## src/rtl/rx_pkt_parser.sv

```systemverilog
// Byte-serial RX packet parser: validates length/destination, unpacks 16-bit
// fields and strobes en_MNI for the node-info stage on each accepted packet.
module rx_pkt_parser #(
  parameter int                    MEM_WIDTH  = 8,
  parameter int                    WORD_WIDTH = 16,
  parameter logic [WORD_WIDTH-1:0] BCAST_ID   = 16'hFFFF
) (
  input  logic                  clk,
  input  logic                  nrst,
  input  logic [WORD_WIDTH-1:0] myNodeID,
  input  logic [MEM_WIDTH-1:0]  rx_data,
  input  logic                  rx_valid,
  input  logic                  rx_sof,
  input  logic                  rx_eof,
  output logic                  rx_ready,
  output logic                  en_MNI,
  output logic [2:0]            fPktType,
  output logic [WORD_WIDTH-1:0] src_ID,
  output logic [WORD_WIDTH-1:0] ch_ID,
  output logic [WORD_WIDTH-1:0] hops,
  output logic [WORD_WIDTH-1:0] e_max,
  output logic [WORD_WIDTH-1:0] e_min,
  output logic [WORD_WIDTH-1:0] e_threshold,
  output logic [WORD_WIDTH-1:0] timeslot,
  output logic [7:0]            drop_cnt,
  output logic                  pkt_err
);

  // Handshake: a byte moves on a rising clk edge where rx_valid && rx_ready;
  // rx_sof/rx_eof are only meaningful on such a transfer.

  typedef enum logic [1:0] {S_IDLE, S_FIELDS, S_DISCARD, S_EMIT} state_t;

  state_t                state_q;
  logic [3:0]            cnt_q;
  logic [2:0]            type_q;
  logic                  disc_cnt_q;
  logic [WORD_WIDTH-1:0] sh_q [0:4];
  logic [WORD_WIDTH-1:0] w_c  [0:4];

  logic                  rx_ready_q, en_q, err_q;
  logic [2:0]            ftype_q;
  logic [WORD_WIDTH-1:0] src_q, ch_q, hops_q, emax_q, emin_q, eth_q, ts_q;
  logic [7:0]            drop_q;

  function automatic logic [3:0] pkt_len(input logic [2:0] t);
    case (t)
      3'b000:         pkt_len = 4'd11;
      3'b001:         pkt_len = 4'd5;
      3'b100, 3'b101: pkt_len = 4'd7;
      default:        pkt_len = 4'd0;
    endcase
  endfunction

  logic       xfer, in_fields, last, start;
  logic       restart_drop, start_drop, fld_drop, disc_drop, accept;
  logic [1:0] drop_inc;
  logic [8:0] drop_sum;
  logic [7:0] drop_d;
  logic [2:0] fidx;

  assign xfer      = rx_valid && rx_ready_q;
  assign in_fields = (state_q == S_FIELDS);
  assign last      = (cnt_q == (pkt_len(type_q) - 4'd1));
  assign start     = xfer && rx_sof && (state_q != S_EMIT);

  // A mid-packet sof that itself carries eof can drop two packets in one cycle.
  assign restart_drop = xfer && in_fields && rx_sof;
  assign start_drop   = start && rx_eof;
  assign fld_drop     = xfer && in_fields && !rx_sof && (rx_eof != last);
  assign disc_drop    = xfer && (state_q == S_DISCARD) && !rx_sof && rx_eof && disc_cnt_q;
  assign drop_inc     = 2'(restart_drop) + 2'(start_drop) + 2'(fld_drop) + 2'(disc_drop);
  assign drop_sum     = {1'b0, drop_q} + 9'(drop_inc);
  assign drop_d       = drop_sum[8] ? 8'hFF : drop_sum[7:0];

  // Shadow words with the incoming byte merged, so the eof byte commits directly.
  always_comb begin
    fidx = 3'((cnt_q - 4'd1) >> 1);
    for (int i = 0; i < 5; i++) begin
      w_c[i] = sh_q[i];
      if (in_fields && (cnt_q != 4'd0) && (3'(i) == fidx)) begin
        if (cnt_q[0]) w_c[i][WORD_WIDTH-1 -: MEM_WIDTH] = rx_data;
        else          w_c[i][MEM_WIDTH-1:0]             = rx_data;
      end
    end
  end

  assign accept = !type_q[2] || (w_c[1] == myNodeID) || (w_c[1] == BCAST_ID);

  always_ff @(posedge clk) begin
    if (!nrst) begin
      state_q    <= S_IDLE;
      cnt_q      <= '0;
      type_q     <= '0;
      disc_cnt_q <= 1'b0;
      for (int i = 0; i < 5; i++) sh_q[i] <= '0;
      rx_ready_q <= 1'b0;
      en_q       <= 1'b0;
      err_q      <= 1'b0;
      ftype_q    <= '0;
      src_q      <= '0;
      ch_q       <= '0;
      hops_q     <= '0;
      emax_q     <= '0;
      emin_q     <= '0;
      eth_q      <= '0;
      ts_q       <= '0;
      drop_q     <= '0;
    end else begin
      rx_ready_q <= 1'b1;
      en_q       <= 1'b0;
      err_q      <= (drop_inc != 2'd0);
      drop_q     <= drop_d;
      if (start) begin
        type_q     <= rx_data[2:0];
        cnt_q      <= 4'd1;
        disc_cnt_q <= 1'b1;
        if (rx_eof)                            state_q <= S_IDLE;
        else if (pkt_len(rx_data[2:0]) != '0) state_q <= S_FIELDS;
        else                                   state_q <= S_DISCARD;
      end else begin
        case (state_q)
          S_FIELDS: if (xfer) begin
            for (int i = 0; i < 5; i++) sh_q[i] <= w_c[i];
            cnt_q <= cnt_q + 4'd1;
            if (rx_eof) begin
              if (last) begin
                state_q    <= S_EMIT;
                rx_ready_q <= 1'b0;
                en_q       <= accept;
                if (accept) begin
                  ftype_q <= type_q;
                  src_q   <= w_c[0];
                  case (type_q)
                    3'b000: begin
                      hops_q <= w_c[1];
                      emax_q <= w_c[2];
                      emin_q <= w_c[3];
                      eth_q  <= w_c[4];
                    end
                    3'b001:  ch_q   <= w_c[1];
                    3'b100:  ts_q   <= w_c[2];
                    3'b101:  hops_q <= w_c[2];
                    default: ;
                  endcase
                end
              end else begin
                state_q <= S_IDLE;
              end
            end else if (last) begin
              // Too long: already counted, so the tail is not counted again at eof.
              state_q    <= S_DISCARD;
              disc_cnt_q <= 1'b0;
            end
          end
          S_DISCARD: if (xfer && rx_eof) state_q <= S_IDLE;
          S_EMIT:    state_q <= S_IDLE;
          default:   ;
        endcase
      end
    end
  end

  assign rx_ready    = rx_ready_q;
  assign en_MNI      = en_q;
  assign pkt_err     = err_q;
  assign fPktType    = ftype_q;
  assign src_ID      = src_q;
  assign ch_ID       = ch_q;
  assign hops        = hops_q;
  assign e_max       = emax_q;
  assign e_min       = emin_q;
  assign e_threshold = eth_q;
  assign timeslot    = ts_q;
  assign drop_cnt    = drop_q;

endmodule

```

## config.mk

```make
export PLATFORM = sky130hd
export DESIGN_NAME = rx_pkt_parser
export DESIGN_NICKNAME = d
export VERILOG_FILES = /design/src/rtl/rx_pkt_parser.sv
export SDC_FILE = /design/constraint.sdc
export NUM_CORES = 1
export LEC_CHECK = 0
export CAP_MARGIN = 10
export CORE_MARGIN = 2
export CORE_UTILIZATION = 45
export DETAILED_ROUTE_END_ITERATION = 16
export GPL_ROUTABILITY_DRIVEN = 0
export PLACE_DENSITY = 0.78
export RECOVER_POWER = 25
export SKIP_CTS_REPAIR_TIMING = 1
export SLEW_MARGIN = 20
export SYNTH_ARGS = -nofsm -noshare
export SYNTH_HDL_FRONTEND = slang
export SYNTH_SLANG_ARGS = --single-unit
export TNS_END_PERCENT = 10
```

## constraint.sdc

```tcl
create_clock -name clk -period 9.4 [get_ports clk]
set_clock_uncertainty 0.15 [all_clocks]
set_input_delay 2.82 -clock clk [delete_from_list [all_inputs] [get_ports clk]]
set_output_delay 2.82 -clock clk [all_outputs]
set_load 0.1 [all_outputs]
```

# After elaboration in Yosys (flattened, before gate mapping)

Memories as Yosys holds them, arrays and structs flattened.
Index checks and enable logic that the tools add are counted.

Multiplexer cells: 55
Add/subtract/negate cells: 7
Equality and inequality tests: 22
Reductions and logical operators: 47
Bitwise gates (word level): 11

Operators with widths:

| operator                                               | count |
|---|---|
| two-way mux 16 bit                                     | 10 |
| two-way mux 8 bit                                      | 11 |
| case mux 16 bit (2 select lines)                       | 1 |
| AND reduction 7 bit                                    | 4 |
| case mux 4 bit (3 select lines)                        | 2 |
| logical AND 1 bit                                      | 19 |
| two-way mux 1 bit                                      | 19 |
| equality test 16 bit                                   | 1 |
| equality test 16 bit (second input constant)           | 1 |
| two-way mux 2 bit                                      | 8 |
| equality test 3 bit (second input constant)            | 4 |
| two-way mux 4 bit                                      | 3 |
| nonzero test 4 bit                                     | 3 |
| nonzero test 2 bit                                     | 5 |
| adder 8 x 2 -> 9 bit                                   | 1 |
| logical NOT 3 bit                                      | 3 |
| AND reduction 4 bit                                    | 2 |
| subtractor 4 x 1 -> 4 bit (second input constant)      | 2 |
| equality test 2 x 3 -> 1 bit (first input constant)    | 2 |
| equality test 3 x 1 -> 1 bit (second input constant)   | 2 |
| inequality test 3 x 2 -> 1 bit (second input constant) | 2 |
| inverter 1 bit                                         | 6 |
| case mux 2 bit (3 select lines)                        | 1 |
| AND reduction 6 bit                                    | 1 |
| other kinds (18)                                       | 29 |

Memories kept: 1
Bits in registers: 136
Output and inout bits: 126
Bits of input ports: 29
Memory bits (writable): 80
Word-level logic and storage cells: 160

Memory list:

| name | depth | bits a word | rd ports | clocked after Yosys merged registers in | write ports | RTL line | source |
|---|---|---|---|---|---|---|---|
| sh_q | 5     | 16          | 5        | 0                                       | 5           | 38       | `logic [WORD_WIDTH-1:0] sh_q [0:4];` |

# Longest topological paths before layout

Gate-level depths: netlist of the first run.

Depth after elaboration: 11
Depth in mapped cells: 15
Depth with buffers taken out: 14

# Worst setup path after synthesis of the first run

No wires, ideal clock.

Path type: input-to-reg
Start point: in rx_valid
End point: mem sh_q[0][0], enable pin
Buffers on the path: 0
Data required time: 8.620 ns
Stages on the path: 2
Setup time: 0.630 ns
Path slack: -0.044 ns
Arrival time: 8.664 ns
Cells stage by stage: nand3_1 o21ai_0

RTL lines:

| what        | RTL line | source |
|---|---|---|
| from (decl) | 12       | `input logic rx_valid,` |
| to (decl)   | 38       |  |

==> results of run 1 <==
==> per-stage QoR <==
step | power [mW] | hold WS [ns]
6_report | 1.984 | 0.3197
5_1_grt | 2.040 | 0.3419
4_1_cts | 1.994 | 0.3241
3_5_place_dp | 1.113 | 0.3147
3_3_place_gp | 1.112 | 0.2979
2_1_floorplan | 1.072 | 0.2985
==> worst max path at each step <==
| stage | start | slack [ns] | cells after the start | end |
|---|---|---|---|---|
| 6_report | nrst | 2.22 | 5 | sh_q[0][15]$_SDFFCE_PN0P_ |
| 3_5_place_dp | rx_data[0] | 2.86 | 9 | timeslot[12]$_SDFFE_PN0P_ |
| 2_1_floorplan | rx_valid | 2.12 | 2 | sh_q[0][0]$_SDFFCE_PN0P_ |
| 4_1_cts | rx_data[0] | 3.37 | 9 | timeslot[8]$_SDFFE_PN0P_ |
| 3_3_place_gp | rx_sof | 2.96 | 13 | drop_cnt[1]$_SDFF_PN0_ |
| 5_1_grt | nrst | 1.81 | 5 | sh_q[0][0]$_SDFFCE_PN0P_ |
==> synth_stat cells, types with 7 or more instances <==
cell | number | share of area (%)
o21a_1 | 20 | 1.5
nand2_1 | 42 | 1.6
o221a_2 | 33 | 3.8
inv_1 | 20 | 0.77
xor2_1 | 10 | 0.90
and2_1 | 18 | 1.2
ha_1 | 8 | 1.0
edfxtp_1 | 80 | 25
o21ai_0 | 7 | 0.36
nand3_1 | 11 | 0.57
buf_2 | 20 | 1.0
nor3_1 | 9 | 0.46
nor2_1 | 210 | 8.1
a211oi_1 | 67 | 5.2
mux2i_1 | 63 | 6.5
a21oi_1 | 37 | 1.9
a22oi_1 | 16 | 1.2
nand4_1 | 10 | 0.64
xnor2_1 | 15 | 1.4
dfxtp_1 | 136 | 28
clkbuf_1 | 44 | 1.7
==> worst reg2reg max path: stages, from the launching register on <==
cell,delay [ns]
dfxtp_1,0.45
nor2b_1,0.21
nand3_1,0.28
nor2_1,0.16
nand2_2,0.09
clkbuf_1,2.69
nor2_1,0.25
==> area by class of cell <==
type / instances / area [um^2]
Inverter: 23 / 86.33
Timing Repair Buffer: 164 / 1604
Clock inverter: 10 / 78.83
Tap cell: 275 / 344.1
Multi-Input combinational cell: 647 / 4185
Sequential cell: 216 / 5125
Fill cell: 1826 / 9001
Antenna cell: 1 / 2.502
Clock buffer: 32 / 660.6
==> sequential cells by signal, summed over array words and instances, names as in the netlist <==
register	cells
e_min	16
src_ID	16
hops	16
ch_ID	16
fPktType	3
pkt_err	1
en_MNI	1
drop_cnt	8
sh_q	80
state_q	2
disc_cnt_q	1
timeslot	16
rx_ready	1
type_q	3
cnt_q	4
e_max	16
e_threshold	16
==> power groups by stage <==
stage	combinational, mW	clock [mW]	sequential (mW)
finish	0.105	0.889	0.990
global route	0.113	0.936	0.991
CTS	0.104	0.901	0.990
detailed placement	0.103	0	1.01
global placement	0.102	0	1.01
floorplan	0.0601	0	1.01
==> cells by family after synthesis <==
family	count (synthesis)	synth area share, %
multiplexers	63	6.492
XOR/XNOR	25	2.254
buffers and inverters	97	4.315
AO/OA/AOI/OAI	211	16.98
adder cells (fa/ha/maj)	10	1.443
flip-flops	216	52.76
AND/OR/NAND/NOR	338	15.75
==> metal layers <==
metal  track usage (%)  vias up  wire [um]
li1                  -     3688          -
met2             35.43      350      11790
met3             4.036       65       2170
met1             31.87     3746      11500
met5                 0        -          0
met4             7.336        0        848
==> impl_metrics.json, run 1 <==
{
  "drc": 0,
  "die_w_um": 150.9,
  "p_leak_nw": 4.239,
  "relSlewSlack_pct": -153.8,
  "drive_above_1_share_pct": 9.066,
  "htreeDepth": 1,
  "cts_tree": "yes",
  "cts.clk_slew.worst_paths_ns": 0.06,
  "cts_num_sinks": 216,
  "critPathMaxFanout": 80,
  "critPathMostFrequentCell": "clkbuf_1",
  "ys.flop_type": "dfxtp_1",
  "finalSetupTns_ns": 0,
  "nNetsFinal": 1114,
  "switchingPower_uw": 449.6,
  "cp-start-kind": "primary input",
  "clockBufferDepth": 3,
  "numCtsBuffers": 23,
  "grtUsageTotal_pct": 22.62,
  "dieArea_um2": 22780,
  "reg2reg_setup_slack_ns": 4.73,
  "syn_avg_cell_area_um2": 10.12,
  "cpMaxStageDelayCell": "clkbuf_1",
  "post_synth_num_cell_types": 66,
  "grt_max_degree": 81,
  "cp_top_family": "buffers and inverters",
  "fin_cells": 1368,
  "vdd_ir_drop_max_mv": 0.1287,
  "dp_hpwl_mm": 17.41,
  "finalWirelength_mm": 26.31,
  "setup_violations": 0,
  "worst_slack_ns": 2.223,
  "placed_cells": 1325,
  "finalHoldViolCount": 0,
  "layout_common_cells": "nor2_1, clkdlybuf4s50_1, dfxtp_1",
  "p_int_mw": 1.534,
  "synth_seq_area_share_pct": 52.76,
  "fmax_ghz": 0.1393,
  "ys_ff_latch": 216,
  "syn_area_um2": 9713,
  "drt_first_pass_iters": 5,
  "r2r-end": "sh_q[0][15]$_SDFFCE_PN0P_",
  "viasPerCell": 5.738,
  "end_kind": "flip-flop",
  "hp-class": "reg2reg",
  "wl_per_cell_um": 19.23,
  "drt_iter0_drc": 704,
  "fin_util_pct": 57.32,
  "rr_startpoint": "state_q[1]$_SDFFE_PN0P_",
  "die_h_um": 150.9,
  "worstHoldEndpoint": "fPktType[2]$_SDFFE_PN0P_",
  "pwr-share-clk_pct": 44.8,
  "slowest_delay_ns": 2.69,
  "min_period_over_period_pct": 76.35,
  "place_ws_ns": 2.857,
  "syn_nets": 999,
  "combPwrFrac_pct": 5.3,
  "port_buffers": 154,
  "io_pins": 155,
  "area_growth_pct": 24.44,
  "grt_pass1_vias": 7318,
  "post_dp_cell_area_um2": 11350,
  "rsz0062_at_grt": "false",
  "final_common_cell": "nor2_1",
  "cp_num_buf_inv": 3,
  "clock_latency_ns": 0.52,
  "ys.warnings.count": 0,
  "min_period_ns": 7.177,
  "holdPathStages": 2,
  "ff2ff_path_depth": 6,
  "required_ns": 9.37,
  "final_area_um2": 12090,
  "powerDensity_nw_per_um2": 164.1,
  "violations": "max-capacitance violations, max-slew violations",
  "p_seq_share_pct": 49.9,
  "hold_start": "fPktType[2]$_SDFFE_PN0P_",
  "drv_slew": 140,
  "crit_arrival_ns": 7.15,
  "root_buffer": "clkbuf_16",
  "ant_nets": 0,
  "synth_edf_count": 80,
  "core_area_um2": 21090,
  "crit_chain": "buf_2 -> clkbuf_1 -> nand2_2 -> clkbuf_1 -> nor2_1",
  "path_class": "in2reg",
  "swShare_pct": 22.66,
  "netlist_instances": 960,
  "initial_utilization_pct": 46.06,
  "grt_first_pass_wirelength_mm": 40.27,
  "grt_antenna_before_repair": 1,
  "max_slew.worst_pin.slew_ns": 3.807,
  "placementRows": 53,
  "synthArstFlopShare_pct": 0,
  "timing.max_cap.violations": 2,
  "via_count": 7849,
  "overflow": 0,
  "outcome": "finished with violations"
}
(Power assumes the default switching activity.)
==> run 2, diff against run 1 <==
--- a/config.mk
+++ b/config.mk
@@ -10,7 +10,7 @@
 export CORE_UTILIZATION = 45
 export DETAILED_ROUTE_END_ITERATION = 16
 export GPL_ROUTABILITY_DRIVEN = 0
-export PLACE_DENSITY = 0.78
+export PLACE_DENSITY = 0.75
 export RECOVER_POWER = 25
 export SKIP_CTS_REPAIR_TIMING = 1
 export SLEW_MARGIN = 20
==> constraint.sdc (replaced) <==
create_clock -name clk -period 6.9 [get_ports clk]
set_clock_uncertainty 0.15 [all_clocks]
set_input_delay 2.07 -clock clk [delete_from_list [all_inputs] [get_ports clk]]
set_output_delay 2.07 -clock clk [all_outputs]
set_load 0.1 [all_outputs]
==> run 2 against run 1 <==
Effect of this change: the flow still finishes with violations (max-capacitance violations, max-slew violations); sequential power is 36% higher; combinational power rose by 37%; core utilization up 0.13 points; final cell count barely moved; clock power grew 39%; sequential share of layout area decreased by 0.096 points; first-iteration DRC count grew 9.4%; via count decreased by 1.2%; flip-flop and latch count is the same; register-to-register slack lost 2.3 ns; non-clock buffer count grew 2; largest power group unchanged.
==> impl_metrics.json, run 2 (synthesized netlist as in run 1, its figures left out) <==
{
  "outcome": "finished with violations",
  "violations": "max-capacitance violations, max-slew violations",
  "top_register": "sh_q",
  "die_h_um": 150.9,
  "p_total_mw": 2.733,
  "relSlewSlack_pct": -69.61,
  "hp-class": "reg2reg",
  "num_antenna_cells": 0,
  "crit_arrival_ns": 5.75,
  "fin_cells": 1369,
  "finalWirelength_mm": 26.35,
  "placed_cells": 1327,
  "finalSetupTns_ns": 0,
  "end_kind": "flip-flop",
  "wl_per_cell_um": 19.25,
  "cp-start-kind": "primary input",
  "p_seq_share_pct": 49.4,
  "dp_hpwl_mm": 17.55,
  "combPwrFrac_pct": 5.3,
  "cts.clk_slew.worst_paths_ns": 0.06,
  "min_period_ns": 5.561,
  "max_slew.worst_pin.slew_ns": 2.527,
  "grt_max_degree": 97,
  "area_growth_pct": 24.72,
  "powerDensity_nw_per_um2": 225.6,
  "critPathMaxFanout": 52,
  "largest_reg_flops": 80,
  "grt_pass1_vias": 7158,
  "drv_slew": 71,
  "nNetsFinal": 1116,
  "fmax_ghz": 0.1798,
  "setup_violations": 0,
  "drt_first_pass_iters": 5,
  "crit_chain": "clkbuf_1 -> nand2_1 -> clkbuf_2 -> nor2_1",
  "numCtsBuffers": 23,
  "clockBufferDepth": 3,
  "rsz0062_at_grt": "false",
  "cts_tree": "yes",
  "cts_num_sinks": 216,
  "root_buffer": "clkbuf_16",
  "cp-startpoint": "nrst",
  "core_area_um2": 21090,
  "min_period_over_period_pct": 80.59,
  "rr_startpoint": "cnt_q[0]$_SDFFE_PN0P_",
  "htreeDepth": 1,
  "dieArea_um2": 22780,
  "viasPerCell": 5.663,
  "path_class": "in2reg",
  "place_ws_ns": 1.281,
  "finalHoldViolCount": 0,
  "port_buffers": 154,
  "required_ns": 7.09,
  "drt_iter0_drc": 770,
  "initial_utilization_pct": 46.06,
  "slowest_delay_ns": 1.26,
  "pwr-share-clk_pct": 45.4,
  "timing.max_cap.violations": 2,
  "p_int_mw": 2.119,
  "switchingPower_uw": 614.5,
  "vdd_ir_drop_max_mv": 0.1714,
  "p_leak_nw": 4.274,
  "overflow": 0,
  "layout_common_cells": "nor2_1, clkdlybuf4s50_1, dfxtp_1",
  "final_common_cell": "nor2_1",
  "via_count": 7753,
  "ant_nets": 0,
  "placementRows": 53,
  "hold_start": "fPktType[2]$_SDFFE_PN0P_",
  "grtUsageTotal_pct": 22.74,
  "die_w_um": 150.9,
  "drc": 0,
  "drive_above_1_share_pct": 8.867,
  "io_pins": 155,
  "grt_antenna_before_repair": 0,
  "grt_first_pass_wirelength_mm": 40.28,
  "clock_latency_ns": 0.52,
  "cpMaxStageDelayCell": "clkbuf_1",
  "worst_slack_ns": 1.339,
  "swShare_pct": 22.48
}
==> run 2: area by class of cell <==
cell class | count | area (um^2)
fillers | 1866 | 8974
flip-flops and latches | 216 | 5125
multi-input cells | 647 | 4170
repair buffers | 166 | 1632
clock buffers | 32 | 650.6
well taps | 275 | 344.1
clock inverters | 10 | 106.4
inverters | 23 | 86.33
==> run 2: power by group through the flow <==
stage	clock (mW)	combinational [mW]	sequential, mW
floorplan	0	0.0819	1.38
global placement	0	0.141	1.38
detailed placement	0	0.142	1.38
CTS	1.26	0.143	1.35
global route	1.32	0.153	1.35
finish	1.24	0.144	1.35
==> run 2: final timing paths <==
| kind | to | slack, ns | cells after the start |
|---|---|---|---|
| worst max register to register | timeslot[15]$_SDFFE_PN0P_ | 2.42 | 10 |
| worst min-delay path | fPktType[2]$_SDFFE_PN0P_ | 0.33 | 2 |
| worst max-delay path | sh_q[0][33]$_SDFFCE_PN0P_ | 1.34 | 4 |
| worst min register to register | fPktType[2]$_SDFFE_PN0P_ | 0.33 | 2 |
==> run 2: worst max-delay path, delay by kind of cell <==
kind                   cells  cell delay, ns
buffers and inverters      2            2.14
AND/OR/NAND/NOR            2            1.50
==> run 2: stage by stage <==
stage	hold slack [ns]	cell area (um^2)	util [%]
after CTS	0.3225	12140	57.55
after global routing	0.3424	12110	57.45
final	0.3257	12110	57.45
after global placement	0.3089	11380	53.96
after floorplan	0.2985	9713	-
after detailed placement	0.3131	11380	53.96
==> run 2: metal layers <==
layer	part of all wire, %	vias to the layer above	routed length (um)	GRT usage, %
met4	2.1	0	563	5.794
met1	45	3673	11920	33.41
met2	45	343	11870	35.27
li1	-	3699	-	-
met3	7.6	38	1991	3.373
met5	0	-	0	0
